`src/rtl/intrp_seg_gen.sv`:
```
// Segment generator for the batch interpolater.
// It takes a stream of waypoints, each a target value and a duration in batches. For every
// batch it emits the first sample x and a signed Q(M.N) per-sample slope. The slope comes
// from a bit-serial restoring divider. The start value is snapped to the target at the end
// of each segment, so slope truncation never accumulates across segments.
module intrp_seg_gen #(
  parameter int unsigned BATCH_SIZE   = 16,
  parameter int unsigned SAMPLE_WIDTH = 16,
  parameter int unsigned M            = 16,
  parameter int unsigned N            = 16,
  parameter int unsigned DUR_WIDTH    = 16
) (
  input  logic                           clk,
  input  logic                           rstn,
  input  logic signed [SAMPLE_WIDTH-1:0] wp_value,
  input  logic        [DUR_WIDTH-1:0]    wp_dur,
  input  logic                           wp_valid,
  output logic                           wp_ready,
  output logic signed [SAMPLE_WIDTH-1:0] x,
  output logic signed [M+N-1:0]          slope,
  output logic                           seg_valid,
  input  logic                           seg_ready,
  output logic                           busy
);

  localparam int unsigned QW    = M + N;
  localparam int unsigned LOG2B = $clog2(BATCH_SIZE);
  localparam int unsigned DIVW  = DUR_WIDTH + LOG2B;
  localparam int unsigned RW    = DIVW + 1;
  localparam int unsigned DW    = SAMPLE_WIDTH + 1;
  localparam int unsigned AW    = SAMPLE_WIDTH + N + 1;
  localparam int unsigned CW    = $clog2(QW + 2);

  typedef enum logic [1:0] {StIdle, StWaitWp, StDivide, StEmit} state_e;

  state_e state_q, state_d;

  logic signed [SAMPLE_WIDTH-1:0] p_q, p_d, v_q, v_d;
  logic        [DUR_WIDTH-1:0]    d_q, d_d, ecnt_q, ecnt_d;
  logic        [CW-1:0]           dcnt_q, dcnt_d;
  logic        [QW-1:0]           dq_q, dq_d;
  logic        [RW-1:0]           rem_q, rem_d;
  logic                           neg_q, neg_d;
  logic signed [QW-1:0]           slope_q, slope_d;
  logic signed [AW-1:0]           acc_q, acc_d;
  logic                           seg_valid_q, seg_valid_d;

  logic                 wp_fire, seg_fire, div_done, last_batch, trial_ge;
  logic signed [DW-1:0] diff;
  logic        [DW-1:0] mag;
  logic        [QW-1:0] dividend;
  logic      [DIVW-1:0] divisor;
  logic        [RW-1:0] trial;
  logic signed [AW-1:0] step, acc_start;
  logic        [AW-1:0] acc_rnd;
  logic                 unused_bits;

  assign wp_fire    = wp_valid & wp_ready;
  assign seg_fire   = seg_valid_q & seg_ready;
  // dcnt: 0 = operand setup, 1..QW = quotient bits, QW+1 = sign fix-up and EMIT entry
  assign div_done   = (dcnt_q == CW'(QW + 1));
  assign last_batch = (ecnt_q == d_q - DUR_WIDTH'(1));

  // Divider operands and the per-batch accumulator step
  always_comb begin
    diff      = $signed({v_q[SAMPLE_WIDTH-1], v_q}) - $signed({p_q[SAMPLE_WIDTH-1], p_q});
    mag       = diff[DW-1] ? DW'(-diff) : DW'(diff);
    dividend  = QW'(mag) << N;
    divisor   = DIVW'(d_q) << LOG2B;
    trial     = {rem_q[RW-2:0], dq_q[QW-1]};
    trial_ge  = (trial >= {1'b0, divisor});
    step      = $signed({{(AW - QW){slope_q[QW-1]}}, slope_q}) <<< LOG2B;
    acc_start = $signed({p_q[SAMPLE_WIDTH-1], p_q, {N{1'b0}}});
  end

  // State register
  always_ff @(posedge clk) begin
    if (!rstn) begin
      state_q <= StIdle;
    end else begin
      state_q <= state_d;
    end
  end

  // Next-state logic
  always_comb begin
    state_d = state_q;
    unique case (state_q)
      StIdle:   if (wp_fire) state_d = StWaitWp;
      StWaitWp: if (wp_fire && (wp_dur != '0)) state_d = StDivide;
      StDivide: if (div_done) state_d = StEmit;
      StEmit:   if (seg_fire && last_batch) state_d = StWaitWp;
      default:  state_d = StIdle;
    endcase
  end

  // Outputs; x is the rounded view of the accumulator
  always_comb begin
    wp_ready  = rstn & ((state_q == StIdle) | (state_q == StWaitWp));
    busy      = (state_q == StDivide) | (state_q == StEmit);
    seg_valid = seg_valid_q;
    slope     = slope_q;
    acc_rnd   = acc_q + (AW'(1) << (N - 1));
    x         = acc_rnd[N +: SAMPLE_WIDTH];
  end

  assign unused_bits = ^{acc_rnd[AW-1], acc_rnd[N-1:0], rem_q[RW-1]};

  // Datapath next-state: waypoint capture, divider iterations, batch accumulation
  always_comb begin
    p_d         = p_q;
    v_d         = v_q;
    d_d         = d_q;
    ecnt_d      = ecnt_q;
    dcnt_d      = dcnt_q;
    dq_d        = dq_q;
    rem_d       = rem_q;
    neg_d       = neg_q;
    slope_d     = slope_q;
    acc_d       = acc_q;
    seg_valid_d = seg_valid_q;
    unique case (state_q)
      StIdle: begin
        if (wp_fire) p_d = wp_value;
      end
      StWaitWp: begin
        if (wp_fire) begin
          v_d    = wp_value;
          d_d    = wp_dur;
          dcnt_d = '0;
          // Zero duration is an instantaneous jump
          if (wp_dur == '0) p_d = wp_value;
        end
      end
      StDivide: begin
        dcnt_d = dcnt_q + CW'(1);
        if (dcnt_q == '0) begin
          dq_d  = dividend;
          rem_d = '0;
          neg_d = diff[DW-1];
        end else if (!div_done) begin
          rem_d = trial_ge ? (trial - {1'b0, divisor}) : trial;
          dq_d  = {dq_q[QW-2:0], trial_ge};
        end else begin
          slope_d     = neg_q ? -$signed(dq_q) : $signed(dq_q);
          acc_d       = acc_start;
          ecnt_d      = '0;
          seg_valid_d = 1'b1;
        end
      end
      StEmit: begin
        if (seg_fire) begin
          acc_d  = acc_q + step;
          ecnt_d = ecnt_q + DUR_WIDTH'(1);
          if (last_batch) begin
            p_d         = v_q;
            seg_valid_d = 1'b0;
          end
        end
      end
      default: ;
    endcase
  end

  // Datapath registers
  always_ff @(posedge clk) begin
    if (!rstn) begin
      p_q         <= '0;
      v_q         <= '0;
      d_q         <= '0;
      ecnt_q      <= '0;
      dcnt_q      <= '0;
      dq_q        <= '0;
      rem_q       <= '0;
      neg_q       <= 1'b0;
      slope_q     <= '0;
      acc_q       <= '0;
      seg_valid_q <= 1'b0;
    end else begin
      p_q         <= p_d;
      v_q         <= v_d;
      d_q         <= d_d;
      ecnt_q      <= ecnt_d;
      dcnt_q      <= dcnt_d;
      dq_q        <= dq_d;
      rem_q       <= rem_d;
      neg_q       <= neg_d;
      slope_q     <= slope_d;
      acc_q       <= acc_d;
      seg_valid_q <= seg_valid_d;
    end
  end

endmodule
```
`config.mk`:
```
export PLATFORM = sky130hd
export DESIGN_NAME = intrp_seg_gen
export DESIGN_NICKNAME = d
export VERILOG_FILES = /design/src/rtl/intrp_seg_gen.sv
export SDC_FILE = /design/constraint.sdc
export NUM_CORES = 1
export LEC_CHECK = 0
export CAP_MARGIN = 20
export CORE_ASPECT_RATIO = 0.9
export CORE_MARGIN = 2
export CORE_UTILIZATION = 45
export CTS_CLUSTER_DIAMETER = 80
export CTS_CLUSTER_SIZE = 24
export DETAILED_ROUTE_END_ITERATION = 8
export PLACE_DENSITY = 0.66
export SYNTH_ARGS = -nofsm -noshare
export SYNTH_HDL_FRONTEND = slang
export SYNTH_SLANG_ARGS = --single-unit
```
`constraint.sdc`:
```
create_clock -name clk -period 3.45 [get_ports clk]
set_input_delay 0.5175 -clock clk [delete_from_list [all_inputs] [get_ports clk]]
set_output_delay 0.5175 -clock clk [all_outputs]
set_load 0.02 [all_outputs]
```
==> results by stage <==
Status:
- The flow ran to the end, and the final reports show no timing, DRC or antenna violations.

Global route:
- The via count of the first global-routing pass was 10000.
- The first-pass GRT wire length is 53.3 mm.
- The residual overflow from global routing is 0.
- The number of antenna violations at the first check in global routing is 1.
- Global routing consumed, over all layers together, 23.5% of the routing resources.
- Entering global routing, the biggest net connects 112 pins.

Timing:
- Setup repair after global routing left no endpoint under its margin.
- The worst max-slew margin expressed relative to the limit is 31.6%.
- For the final database, setup skew stands at 0.0130 ns.
- The fmax is 302 MHz.
- The shortest period the worst path allows is 3.32 ns.
- The number of hold violations in the final report is 0.
- Setup violations remaining at the end of the flow were counted as 0.
- The fraction of the cycle the final worst path needs is 96.1%.
- The setup TNS is 0 ns.
- At the pin with the least slew margin, the transition time is 1.03 ns.
- The max-slew violation total from the final report is 0.

Setup path:
- STA classifies the critical path endpoint as a register.
- The slowest stage of the critical path is the sky130_fd_sc_hd__a2111o_1 cell.
- The worst setup path is launched from a register.
- Traced cell by cell, the critical path runs through inv_1 > ha_2 > inv_1 > fa_2 > a211o_4 > a2111oi_4 > a211oi_1 > o31a_1 > a2111o_1 > nor3_4 > nand4_1 > a22o_1 > mux2i_1 > o21ai_1.
- The worst setup path is of the reg -> reg kind.
- The maximum net fanout on the critical path is 5.
- The cell that appears most often on the critical path is sky130_fd_sc_hd__inv_1.
- The critical path starts at v_q[0]$_SDFFE_PN0P_.
- The worst register-to-register path has a setup slack of 0.13 ns.
- The number of cells on the worst reg-to-reg path is 14.
- At the worst endpoint, the required time is 3.76 ns.
- The worst reg2reg path endpoint is dq_q[31]$_SDFFE_PN0P_.
- For this run, the slowest stage of the critical path takes 0.45 ns.
- Data arrives at the worst endpoint at 3.62 ns.
- The last element of the critical path is dq_q[31]$_SDFFE_PN0P_.
- The startpoint identified for the worst register-to-register timing path is v_q[0]$_SDFFE_PN0P_.

Min path:
- The launch instance of the worst min-delay path is rem_q[2]$_SDFFE_PN0P_.
- The worst min-delay path class is reg -> reg.

Die:
- The horizontal die dimension is 176 um.
- In this run the vertical extent of the chip is 159 um.
- The placeable core region is 26100 um2.
- The die covers 28000 um2.
- The floorplan has 56 rows.
- The initial utilization of the core area, before any placement, comes to 45.9%.
- The number of placed I/O pins is 87.

Logic synthesis:
- The most common flop cell mapped by yosys is sky130_fd_sc_hd__dfxtp_1.
- Summed over its instances, the top area cell type makes up 31.1% of the synthesized netlist area.
- Yosys printed 0 warnings.
- The synthesized design contains 186 register bits.
- When the netlist entered floorplanning its net count stood at 1634.
- A synthesized cell averages 7.87 um2.
- The share of the Yosys chip area taken by registers is 31.1%.
- The proportion of synthesized flip-flops having asynchronous set or reset is 0%.
- The number of distinct library cell variants in the gate-level netlist after synthesis is 76.
- The netlist area before placement is 12000 um2.
- Synthesis handed over a netlist of 1523 instances.
- The biggest area contributor in the post-synthesis netlist is sky130_fd_sc_hd__dfxtp_1.
- In the post-synthesis netlist, the biggest area contributors are sky130_fd_sc_hd__dfxtp_1 31%, sky130_fd_sc_hd__ha_1 7.5%, sky130_fd_sc_hd__a21oi_1 5.8%.
- In this run, synthesis inferred 0 flip-flops with an integrated enable.

Detailed routing:
- The routed layout has 11100 vias.
- The wire length reported by the detailed router is 33.6 mm.
- The first detailed-routing pass took 5 iterations.
- Using the TritonRoute via totals, the vias-per-cell ratio works out to 5.74.
- After detailed routing, the number of remaining DRC violations is 0.
- The number of design-rule violations left by the first detailed-router iteration is 805.
- The count of nets left with antenna violations once routing finished came out at 0.
- The average wire per standard cell is 17.3 um.

Final layout:
- The multi-input combinational cells in the finished layout cover a total of 7790 um2.
- The fill cell total of the finished layout is 2427.
- The proportion of layout cells with a drive suffix above 1 is 6.41%.
- The final antenna diode count is 0.
- From synthesis to final layout, the design area changed by 16.1%.
- The net count reported at finish is 1689.
- The end-of-flow core utilization is 53.2%.
- In the final layout, flip-flops and latches occupy 3720 um2.

Clock tree:
- The number of buffers inserted by hold repair at cts is 0.
- Clock-pin slew was measured on the worst setup and hold paths at 0.07 ns.
- The H-tree level count is 4.
- The clock sink total is 186.
- The largest buffer count on any clock path is 2.
- The tree is rooted in a sky130_fd_sc_hd__clkbuf_16.
- TritonCTS built the clock tree.
- The clock latency at the later pin of the worst-skew pair is 0.44 ns.
- Buffers inserted during clock tree synthesis total 17.

Place:
- Buffers placed on the I/O ports in this run total 86.
- Once detailed placement completed, the half-perimeter wirelength came to 24.9 mm.
- The congestion estimate from routability-driven global placement came to 0.863.

Power:
- The overall power of the completed layout is 10700 uW.
- VDD sags by at most 0.421 mV.
- The power per cell area is 769 nW/um2.
- In this run the static leakage power is 0.00524 uW.

Job:
- The tool flagged a number of max-cap violations equal to 0.
==> cell usage after synthesis, types with 7 or more instances <==
cell type / count
sky130_fd_sc_hd__nor2b_1: 25
sky130_fd_sc_hd__xor2_1: 70
sky130_fd_sc_hd__inv_1: 58
sky130_fd_sc_hd__clkbuf_1: 69
sky130_fd_sc_hd__nor3_1: 18
sky130_fd_sc_hd__nand3_1: 61
sky130_fd_sc_hd__ha_1: 72
sky130_fd_sc_hd__o22a_1: 14
sky130_fd_sc_hd__buf_2: 10
sky130_fd_sc_hd__mux2i_1: 22
sky130_fd_sc_hd__o21a_1: 12
sky130_fd_sc_hd__nand4_1: 15
sky130_fd_sc_hd__and4_1: 8
sky130_fd_sc_hd__or3_1: 10
sky130_fd_sc_hd__o21ai_0: 69
sky130_fd_sc_hd__a31oi_1: 17
sky130_fd_sc_hd__a211oi_1: 71
sky130_fd_sc_hd__buf_1: 7
sky130_fd_sc_hd__nand2b_1: 10
sky130_fd_sc_hd__o31ai_1: 13
sky130_fd_sc_hd__and3_1: 14
sky130_fd_sc_hd__a22oi_1: 15
sky130_fd_sc_hd__a21o_1: 22
sky130_fd_sc_hd__nand2_1: 142
sky130_fd_sc_hd__nor4_1: 11
sky130_fd_sc_hd__dfxtp_1: 186
sky130_fd_sc_hd__xnor2_1: 67
sky130_fd_sc_hd__o211ai_1: 9
sky130_fd_sc_hd__o21ai_1: 10
sky130_fd_sc_hd__a21oi_1: 138
sky130_fd_sc_hd__nor2_1: 163
==> placed cells by master (no fill, tap or decap), types with 15 or more instances in the layout <==
master and count:
sky130_fd_sc_hd__dfxtp_1 185, sky130_fd_sc_hd__nor2_1 161, sky130_fd_sc_hd__nand2_1 142, sky130_fd_sc_hd__a21oi_1 138, sky130_fd_sc_hd__clkdlybuf4s50_1 85, sky130_fd_sc_hd__xor2_1 70, sky130_fd_sc_hd__ha_1 70, sky130_fd_sc_hd__o21ai_0 69
sky130_fd_sc_hd__a211oi_1 69, sky130_fd_sc_hd__xnor2_1 67, sky130_fd_sc_hd__nand3_1 61, sky130_fd_sc_hd__inv_1 58, sky130_fd_sc_hd__buf_4 32, sky130_fd_sc_hd__nor2b_1 25, sky130_fd_sc_hd__mux2i_1 22, sky130_fd_sc_hd__a21o_1 22
sky130_fd_sc_hd__nor3_1 17, sky130_fd_sc_hd__clkbuf_16 17, sky130_fd_sc_hd__a31oi_1 16, sky130_fd_sc_hd__nand4_1 15, sky130_fd_sc_hd__a22oi_1 15
==> metal layers <==
| metal | GRT usage (%) | share of wire, % | vias to the layer above | routed length [um] |
|---|---|---|---|---|
| met5 | 0 | 0 | - | 0 |
| met4 | 5.15 | 1.4 | 0 | 478 |
| met3 | 3.66 | 5.2 | 32 | 1740 |
| met2 | 35.6 | 44 | 269 | 14700 |
| met1 | 35.0 | 50 | 5255 | 16700 |
| li1 | - | - | 5575 | - |
==> flip-flops by register name, summed over array words and instances, names as in the netlist <==
register	flops
state_q	2
ecnt_q	16
seg_valid	1
dq_q	32
neg_q	1
acc_q	28
rem_q	20
p_q	16
slope	32
v_q	16
dcnt_q	6
d_q	16
==> kinds of logic after synthesis <==
family,Yosys count,synth area share [%]
xor gates and xnor gates,137,10.0
and+or+nand+nor,510,20.1
DFF,186,31.1
AOI/OAI and AO/OA,443,23.9
muxes,26,2.21
adders and majority gates,75,8.02
buffers and inverters,146,4.68
==> cell type report <==
type,instances,area share (%)
clock buffer,21,3.38
tap,348,3.13
sequential,186,26.8
clock inverter,11,0.629
inverter,60,1.64
multi-input combinational,1191,56.0
timing repair buffer,122,8.44
==> repair_timing <==
action	CTS	global route
hold endpoints to repair	0	0
resized for setup	0	14
endpoints found under the setup margin	0	18
buffers inserted	0	1
==> worst min path at each step <==
stage | end | depth (start not counted) | slack, ns
2_1_floorplan | rem_q[19]$_SDFFE_PN0P_ | 2 | 0.43
3_3_place_gp | rem_q[19]$_SDFFE_PN0P_ | 2 | 0.44
3_5_place_dp | rem_q[19]$_SDFFE_PN0P_ | 2 | 0.45
4_1_cts | rem_q[19]$_SDFFE_PN0P_ | 2 | 0.46
5_1_grt | rem_q[2]$_SDFFE_PN0P_ | 2 | 0.50
6_report | rem_q[2]$_SDFFE_PN0P_ | 2 | 0.48
==> critical path: cells and delay by family, from the launching register on <==
family,cells,cell delay [ns]
AO/OA/AOI/OAI,7,1.65
AND/OR/NAND/NOR,2,0.39
buffers and inverters,2,0.12
flip-flops,1,0.33
multiplexers,1,0.14
adder cells (fa/ha/maj),2,0.57
==> metrics by stage <==
stage	std cells	worst slack, ns	hold WS (ns)	instance area (um2)
3_5_place_dp	1905	0.0356	0.446	13300
5_1_grt	1939	0.00649	0.498	13900
4_1_cts	1937	0.0151	0.463	13800
2_1_floorplan	1523	0.287	0.426	12000
6_report	1939	0.135	0.478	13900
3_3_place_gp	1905	0.0979	0.439	13300
==> report_power, final <==
part	leakage [uW]	internal, uW	switching (uW)
sequential	0.00151	2530	474
combinational	0.00347	2510	3300
clock	0.000268	993	903
total	0.00524	6030	4680
Power figures use the tool's default switching activity.
